<file path="config.mk">
export PLATFORM = sky130hd
export DESIGN_NAME = ws2812_rx
export DESIGN_NICKNAME = d
export VERILOG_FILES = /design/src/rtl/ws2812_rx.sv
export SDC_FILE = /design/constraint.sdc
export NUM_CORES = 1
export LEC_CHECK = 0
export ABC_AREA = 0
export CORE_MARGIN = 5
export CORE_UTILIZATION = 35
export DETAILED_ROUTE_END_ITERATION = 16
export HOLD_SLACK_MARGIN = 0.15
export PLACE_DENSITY = 0.52
export SETUP_SLACK_MARGIN = 0.05
export SLEW_MARGIN = 20
export SYNTH_ARGS = -nofsm -noshare
export SYNTH_HDL_FRONTEND = slang
export SYNTH_SLANG_ARGS = --single-unit
</file>
<file path="constraint.sdc">
create_clock -name clk_i -period 5.3 [get_ports clk_i]
set_input_delay 0.795 -clock clk_i [delete_from_list [all_inputs] [get_ports clk_i]]
set_output_delay 0.795 -clock clk_i [all_outputs]
set_load 0.03 [all_outputs]
</file>
<file path="src/rtl/ws2812_rx.sv">
// WS2812 serial receiver: synchronises the data line, measures high pulse widths
// to recover bits, and assembles GRB pixels into per-frame indexed outputs.
module ws2812_rx #(
  parameter int NUM_LEDS     = 8,
  parameter int SYSTEM_CLOCK = 50_000_000
) (
  input  logic                        clk_i,
  input  logic                        reset_i,
  input  logic                        di_i,
  output logic                        pixel_valid_o,
  output logic [$clog2(NUM_LEDS)-1:0] address_o,
  output logic [7:0]                  red_o,
  output logic [7:0]                  green_o,
  output logic [7:0]                  blue_o,
  output logic                        frame_done_o,
  output logic [$clog2(NUM_LEDS):0]   pixel_count_o,
  output logic                        error_o,
  output logic                        busy_o
);

  localparam int CYCLE_COUNT = SYSTEM_CLOCK / 800_000;
  localparam int THRESH      = (48 * CYCLE_COUNT) / 100;
  localparam int STUCK       = 2 * CYCLE_COUNT;
  localparam int RESET_COUNT = SYSTEM_CLOCK / 20_000;
  localparam int PW          = $clog2(NUM_LEDS) + 1;
  localparam int CW          = $clog2(RESET_COUNT + 1);

  localparam logic [1:0] S_SYNC = 2'd0;
  localparam logic [1:0] S_IDLE = 2'd1;
  localparam logic [1:0] S_HIGH = 2'd2;
  localparam logic [1:0] S_LOW  = 2'd3;

  logic          s1, s2, s3;
  logic [1:0]    state;
  logic [CW-1:0] cnt;
  logic [22:0]   shreg;
  logic [4:0]    bit_cnt;
  logic [PW-1:0] pix_cnt;
  logic          rise, fall, bit_val;
  logic [23:0]   word;

  assign rise    = s2 & ~s3;
  assign fall    = ~s2 & s3;
  assign bit_val = (cnt > CW'(THRESH));
  assign word    = {shreg, bit_val};
  assign busy_o  = (state != S_IDLE);

  // One counter serves as the low-gap counter (SYNC/LOW) and the high-width counter (HIGH).
  always_ff @(posedge clk_i or posedge reset_i) begin
    if (reset_i) begin
      s1            <= 1'b0;
      s2            <= 1'b0;
      s3            <= 1'b0;
      state         <= S_SYNC;
      cnt           <= '0;
      shreg         <= '0;
      bit_cnt       <= '0;
      pix_cnt       <= '0;
      pixel_valid_o <= 1'b0;
      frame_done_o  <= 1'b0;
      error_o       <= 1'b0;
      address_o     <= '0;
      pixel_count_o <= '0;
      red_o         <= '0;
      green_o       <= '0;
      blue_o        <= '0;
    end else begin
      s1            <= di_i;
      s2            <= s1;
      s3            <= s2;
      pixel_valid_o <= 1'b0;
      frame_done_o  <= 1'b0;
      error_o       <= 1'b0;
      if (pixel_valid_o) address_o <= address_o + 1'b1;

      case (state)
        S_SYNC: begin
          if (s2) cnt <= '0;
          else if (cnt == CW'(RESET_COUNT - 1)) begin
            state <= S_IDLE;
            cnt   <= '0;
          end else cnt <= cnt + 1'b1;
        end
        S_IDLE: begin
          if (rise) begin
            state <= S_HIGH;
            cnt   <= CW'(1);
          end
        end
        S_HIGH: begin
          if (fall) begin
            shreg <= word[22:0];
            state <= S_LOW;
            cnt   <= '0;
            // The 24th bit is folded in directly so the pixel appears on this same edge.
            if (bit_cnt == 5'd23) begin
              bit_cnt <= '0;
              if (pix_cnt == PW'(NUM_LEDS)) error_o <= 1'b1;
              else begin
                green_o       <= word[23:16];
                red_o         <= word[15:8];
                blue_o        <= word[7:0];
                pixel_valid_o <= 1'b1;
                pix_cnt       <= pix_cnt + 1'b1;
              end
            end else bit_cnt <= bit_cnt + 1'b1;
          end else if (cnt == CW'(STUCK - 1)) begin
            // Line stuck high: abandon the frame and resynchronise.
            error_o   <= 1'b1;
            bit_cnt   <= '0;
            pix_cnt   <= '0;
            address_o <= '0;
            state     <= S_SYNC;
            cnt       <= '0;
          end else cnt <= cnt + 1'b1;
        end
        S_LOW: begin
          if (rise) begin
            state <= S_HIGH;
            cnt   <= CW'(1);
          end else if (cnt == CW'(RESET_COUNT - 1)) begin
            frame_done_o  <= 1'b1;
            pixel_count_o <= pix_cnt;
            error_o       <= (bit_cnt != '0);
            pix_cnt       <= '0;
            address_o     <= '0;
            bit_cnt       <= '0;
            state         <= S_IDLE;
            cnt           <= '0;
          end else if (cnt != CW'(RESET_COUNT)) cnt <= cnt + 1'b1;
        end
        default: state <= S_SYNC;
      endcase
    end
  end

endmodule

</file>
==> metrics.md, run 1 <==
| Metric | Value |
|---|---|
| CP required | about 5.6 ns |
| Leakage | between 2 and 2.5 nW |
| Ys async rst share | 1.00 |
| Worst r2r src | state[1]$_DFFE_PP0P_ |
| Outcome | finished, final reports clean |
| MaxCap Viol Count | 0 |
| Vias | approximately 2,800 |
| H-tree depth | 3 |
| Core area | about 0.011 mm2 |
| Die extent in y | about 110 um |
| Clk_lat worst skew | around 0.36 ns |
| All-Layer GR Usage | 0.129 |
| Global route overflow | 0 |
| Placed Area | about 0.0043 mm2 |
| Placer Congestion | 0.830 |
| Register bit total from synthesis | 83 |
| Worst slew pin tran | ~1.0 ns |
| Fill cells | 1,069 |
| RSZ-0062 raised after global routing | no |
| Worst r2r path cells | 6 |
| Slew Limit Fails | 0 |
| Final #Nets | 423 |
| Tmin final | ~2.9 ns |
| Crit path kind | reg2reg |
| Commonest non-fill, non-tap cells in the layout | nand2_1 (98), dfrtp_1 (83), clkdlybuf4s50_1 (37) |
| Post-Place Worst Slack | 1.96 ns |
| Crit start category | flip-flop |
| Final setup margin | 2.44 ns |
| Number of buffers created by CTS | 9 |
| Cell Pwr Density | between 200 and 250 mW/mm2 |
| # IOs | 38 |
| Clock Pin Slew Worst Setup and Hold Paths | 0.09 ns |
| Crit end category | flip-flop |
| Fin. Hold Viols | 0 |
| Antenna violations before repair | 0 |
| Most common cell after layout, fill and taps aside | nand2_1 |
| Multi-input gate area | between 0.0015 and 0.002 mm2 |
| Post-layout util | 0.416 |
| Syn avg cell area | ~10 um2 |
| Post-CTS Setup Bufs | 0 |
| Crit path arrival time | 3.15 ns |
| Crit-path max FO | 32 |
| Clock Skews | roughly 0.012 ns |
| Proportion of layout cells with a drive suffix above 1 | 0.118 |
| Number of synthesized flops with an enable pin | 0 |
| Vias per cell | ~5.1 |
| Drt pass-1 iters | 4 |
| Antenna Cells | 0 |
| Register area | a little over 0.002 mm2 |
| Area growth, synth to finish | 17.3% |
| Syn Std Cell Area | roughly 0.0038 mm2 |
| Critical path endpoint | pix_cnt[2]$_DFFE_PP0P_ |
| Crit path launch | state[1]$_DFFE_PP0P_ |
| Yosys Warn Count | 0 |
| Post-route ant nets | 0 |
| Reg2Reg Setup Slack | about 2.4 ns |
| Final wirelength | approximately 8000 um |
| Routed wire per std cell | about 14 um |
| Die area | around 0.013 mm2 |
| Root buf cell | clkbuf_8 |
| Worst hold path class | reg2reg |
| Hold buffers post-CTS | 0 |
| Slew headroom | 0.307 |
| Die width | ~110 um |
| Design Area, Final | between 0.004 and 0.005 mm2 |
| Max Clock Freq | roughly 0.35 GHz |
| Post-Syn Instances | approximately 380 |
| Number of setup violations in the final report | 0 |
| Vias in the first global route | approximately 2,700 |
| Global-route wire length before repair | between 10,000 and 15,000 um |
| Peak VDD IR | around 0.095 mV |
| Initial Util | 0.355 |
| Row count | 38 |
| Sum Neg Setup Slack | 0 ns |
| Hold slack final | ~0.36 ns |
| Top_reg_cell synth | dfrtp_1 |
| Largest net degree at the start of global routing | 50 |
| Period utilization | 0.540 |
| Clock buffer depth | 2 |
| # port buffers | 37 |
| Detailed-route DRC error count | 0 |
| Final HPWL DP | 5380 um |
| Clock Sinks | 83 |
| Reg2Reg Capture Point | pix_cnt[2]$_DFFE_PP0P_ |
| Number of gates resized after CTS | 0 |
| Synth cell types | 54 |
| Post-synthesis sequential area ratio | 0.542 |
| CTS tree | yes |
| DRT iter0 DRCs | between 150 and 200 |
| Syn_nets | 390 |
==> worst min-delay path by stage <==
stage,endpoint,start,cells past startpoint,slack [ns]
after floorplan,s2$_DFF_PP0_,s1$_DFF_PP0_,0,0.33
final,s2$_DFF_PP0_,s1$_DFF_PP0_,0,0.36
after global routing,s2$_DFF_PP0_,s1$_DFF_PP0_,0,0.37
after global placement,s2$_DFF_PP0_,s1$_DFF_PP0_,0,0.34
after CTS,s2$_DFF_PP0_,s1$_DFF_PP0_,0,0.37
after detailed placement,s2$_DFF_PP0_,s1$_DFF_PP0_,0,0.35
==> synthesized netlist by cell type (4+ instances only) <==
cell,number,area share
nand2b_1,4,0.0065
inv_1,10,0.0098
clkbuf_1,9,0.0088
nand3_1,9,0.012
ha_1,9,0.029
nand2_1,98,0.096
mux2_2,23,0.068
nor3_1,12,0.016
o31ai_1,4,0.0078
dfrtp_1,83,0.54
o211ai_1,8,0.016
nand4_1,5,0.0082
o21ai_0,17,0.022
a21oi_1,14,0.018
nor2_1,17,0.017
==> sequential cells by signal, summed over array words and instances, names as in the netlist, 3 cells and up <==
name	flops
green_o	8
cnt	12
blue_o	8
shreg	23
pix_cnt	4
pixel_count_o	4
red_o	8
address_o	3
bit_cnt	5
==> critical path, cell delays in order (launching register included) <==
cell and delay [ns]:
dfrtp_1 0.69, nor4bb_4 0.28, buf_4 0.39, nand3_2 0.58, inv_2 0.56, a21oi_1 0.13
a21oi_1 0.14
==> cells by family (layout without fill, tap and decap cells) <==
logic type,after synthesis,after routing,synth area share
multiplexers,26,26,0.0754
buffers and inverters,28,66,0.0323
adder cells (fa/ha/maj),9,9,0.0294
XOR/XNOR,2,2,0.00457
AO/OA/AOI/OAI,60,60,0.101
flip-flops,83,83,0.542
AND/OR/NAND/NOR,170,170,0.216
==> per-layer routing <==
layer / global-route usage / up-vias / share of wire / routed length, um
met2: 0.191 / 55 / 0.46 / 3650
met4: 0.0681 / 0 / 0.017 / 138
met1: 0.179 / 1366 / 0.49 / 3960
met5: 0 / - / 0 / 0
li1: - / 1391 / - / -
met3: 0.0254 / 9 / 0.034 / 274
==> layout make-up <==
type	count	area share
tap	140	0.0390
inverter	11	0.00947
sequential	83	0.462
timing repair buffer	39	0.0857
multi-input combinational	267	0.367
clock buffer	12	0.0301
clock inverter	4	0.00612
==> power breakdown <==
group / internal (mW) / switching (mW)
combinational: 0.00749 / 0.0238
clock: 0.171 / 0.225
sequential: 0.636 / 0.00424
total: 0.814 / 0.254
==> metrics by stage <==
stage / power [mW] / instances
global placement: 0.684 / 540
floorplan: 0.674 / 378
detailed placement: 0.685 / 540
finish: 1.07 / 556
CTS: 1.09 / 556
global route: 1.12 / 556
No activity file was read; power rests on OpenSTA's default activity.
==> inputs of run 2 (changes only) <==
==> constraint.sdc (replaced) <==
create_clock -name clk_i -period 2.8 [get_ports clk_i]
set_input_delay 0.42 -clock clk_i [delete_from_list [all_inputs] [get_ports clk_i]]
set_output_delay 0.42 -clock clk_i [all_outputs]
set_load 0.03 [all_outputs]
==> run 2 against run 1 <==
Non-clock buffer count up 4. Critical endpoint is now cnt[7]$_DFFE_PP0P_. Register-to-register slack got worse by 2.1 ns. Clock power is 120% higher. Routed wire length grew 1.1%. Fmax grew 18%. Largest cell class unchanged. Die area unchanged. Global-route usage grew 0.35 points.
==> metrics.md, run 2 (synthesis gave the netlist of run 1 again) <==
| Metric | Value |
|---|---|
| Outcome | finished, final reports clean |
| Max FFs per register | 23 |
| Tmin final | around 2.4 ns |
| Final wirelength | 8110 um |
| Critical path endpoint | cnt[7]$_DFFE_PP0P_ |
| Leakage | 2.07 nW |
| Largest net degree at the start of global routing | a little over 70 |
| Placer Congestion | 0.829 |
| Reg2Reg Setup Slack | 0.38 ns |
| CP required | just over 3 ns |
| Slew Limit Fails | 0 |
| Number of buffers created by CTS | 9 |
| Detailed-route DRC error count | 0 |
| Crit path kind | reg2reg |
| Design Area, Final | ~0.0046 mm2 |
| Worst slew pin tran | roughly 0.6 ns |
| All-Layer GR Usage | 0.133 |
| Initial Util | 0.355 |
| CTS tree | yes |
| Commonest non-fill, non-tap cells in the layout | nand2_1 (98), dfrtp_1 (83), clkdlybuf4s50_1 (37) |
| # IOs | 38 |
| Reg2Reg Capture Point | cnt[7]$_DFFE_PP0P_ |
| Vias per cell | about 5.1 |
| Worst hold path class | in2async |
| Clock Pin Slew Worst Setup and Hold Paths | roughly 0.080 ns |
| Hold buffers post-CTS | 0 |
| RSZ-0062 raised after global routing | no |
| Antenna violations before repair | 0 |
| Row count | 38 |
| Fin. Hold Viols | 0 |
| Placed Area | between 0.004 and 0.005 mm2 |
| Clk_lat worst skew | ~0.35 ns |
| Vias | around 2,800 |
| Most common cell after layout, fill and taps aside | nand2_1 |
| Routed wire per std cell | 14.5 um |
| Drt pass-1 iters | 7 |
| Vias in the first global route | around 2,900 |
| Final HPWL DP | 5440 um |
| Number of setup violations in the final report | 0 |
| Fill cells | about 1,100 |
| Crit start category | flip-flop |
| Post-CTS Setup Bufs | 0 |
| Area growth, synth to finish | 19.0% |
| Top reg by flops | shreg |
| Antenna Cells | 0 |
| Die extent in y | roughly 110 um |
| Largest registers | shreg x23, cnt x12 |
| Max Clock Freq | between 0.4 and 0.5 GHz |
| Die width | between 100 and 150 um |
| Crit-path max FO | 11 |
| Hold slack final | around 0.32 ns |
| Slew headroom | 0.600 |
| Peak VDD IR | 0.254 mV |
| Clock Sinks | 83 |
| Worst r2r src | cnt[3]$_DFFE_PP0P_ |
| Worst r2r path cells | 5 |
| Cell Pwr Density | about 470 mW/mm2 |
| Core area | about 0.011 mm2 |
| Period utilization | 0.864 |
| Proportion of layout cells with a drive suffix above 1 | 0.126 |
| Number of gates resized after CTS | 0 |
| Die area | roughly 0.013 mm2 |
| Final setup margin | around 0.38 ns |
| Global route overflow | 0 |
| Clock Skews | 0.00696 ns |
| Clock buffer depth | 2 |
| Sum Neg Setup Slack | 0 ns |
| DRT iter0 DRCs | 151 |
| Post-route ant nets | 0 |
| Post-layout util | 0.423 |
| Crit end category | flip-flop |
| Crit path arrival time | approximately 2.7 ns |
| Post-Place Worst Slack | around 0.39 ns |
| MaxCap Viol Count | 0 |
| Crit path launch | cnt[3]$_DFFE_PP0P_ |
| Final #Nets | 427 |
| Global-route wire length before repair | around 14,000 um |
| Root buf cell | clkbuf_8 |
| # port buffers | 37 |
| H-tree depth | 3 |
## run 2: cell count changes in the layout (fill, tap and decap cells not counted), sizes merged
cell | previous run | this run
buf | 2 | 6
clkinv | 5 | 3
clkinvlp | 0 | 1
bufinv | 0 | 1
clkbuf | 12 | 11
## run 2: worst min-delay path by stage
stage                                 endpoint  slack (ns)  depth (start not counted)
final                     red_o[0]$_DFFE_PP0P_        0.32                          2
after global routing      red_o[0]$_DFFE_PP0P_        0.32                          2
after detailed placement          s2$_DFF_PP0_        0.33                          0
after global placement            s2$_DFF_PP0_        0.34                          0
after CTS                 red_o[0]$_DFFE_PP0P_        0.31                          2
after floorplan                   s2$_DFF_PP0_        0.33                          0
## run 2: final cells by class
type                            count  area, um2  area share
Sequential cell                    83       2080       0.455
Multi-Input combinational cell    267       1650       0.361
Timing Repair Buffer               43        428      0.0938
Tap cell                          140        175      0.0384
Clock buffer                       11        141      0.0310
Clock inverter                      4       51.3      0.0112
Inverter                           11       42.5     0.00933
## run 2: critical path: stages, from the launching register on
cell and delay (ns):
dfrtp_1 0.50, or3_4 0.44, o41a_1 0.53, or2_1 0.41, and3_1 0.24, nor4_2 0.20
## run 2: where the power goes
group          switching (mW)  leakage [nW]  internal, mW
logic                  0.0457         0.822        0.0173
clock network           0.431        0.0954         0.432
registers             0.00853          1.15          1.20
## run 2: metal layers
| layer | global-route usage | wire length (um) |
|---|---|---|
| met5 | 0 | 0 |
| met4 | 0.0594 | 162 |
| met3 | 0.0307 | 308 |
| met2 | 0.205 | 3750 |
| met1 | 0.178 | 3890 |
## run 2: per-stage QoR
step                cells  total power [mW]
finish                559              2.14
global route          559              2.23
CTS                   559              2.18
detailed placement    544              1.30
global placement      544              1.30
floorplan             378              1.27
==> inputs of run 3 (changes only) <==
--- a/config.mk
+++ b/config.mk
@@ -9,9 +9,8 @@
 export CORE_MARGIN = 5
 export CORE_UTILIZATION = 35
 export DETAILED_ROUTE_END_ITERATION = 16
-export HOLD_SLACK_MARGIN = 0.15
 export PLACE_DENSITY = 0.52
-export SETUP_SLACK_MARGIN = 0.05
+export SETUP_SLACK_MARGIN = 0.02
 export SLEW_MARGIN = 20
 export SYNTH_ARGS = -nofsm -noshare
 export SYNTH_HDL_FRONTEND = slang
==> results of run 3 <==
Same layout as run 2: the final DEF is identical, and so are final timing and power.
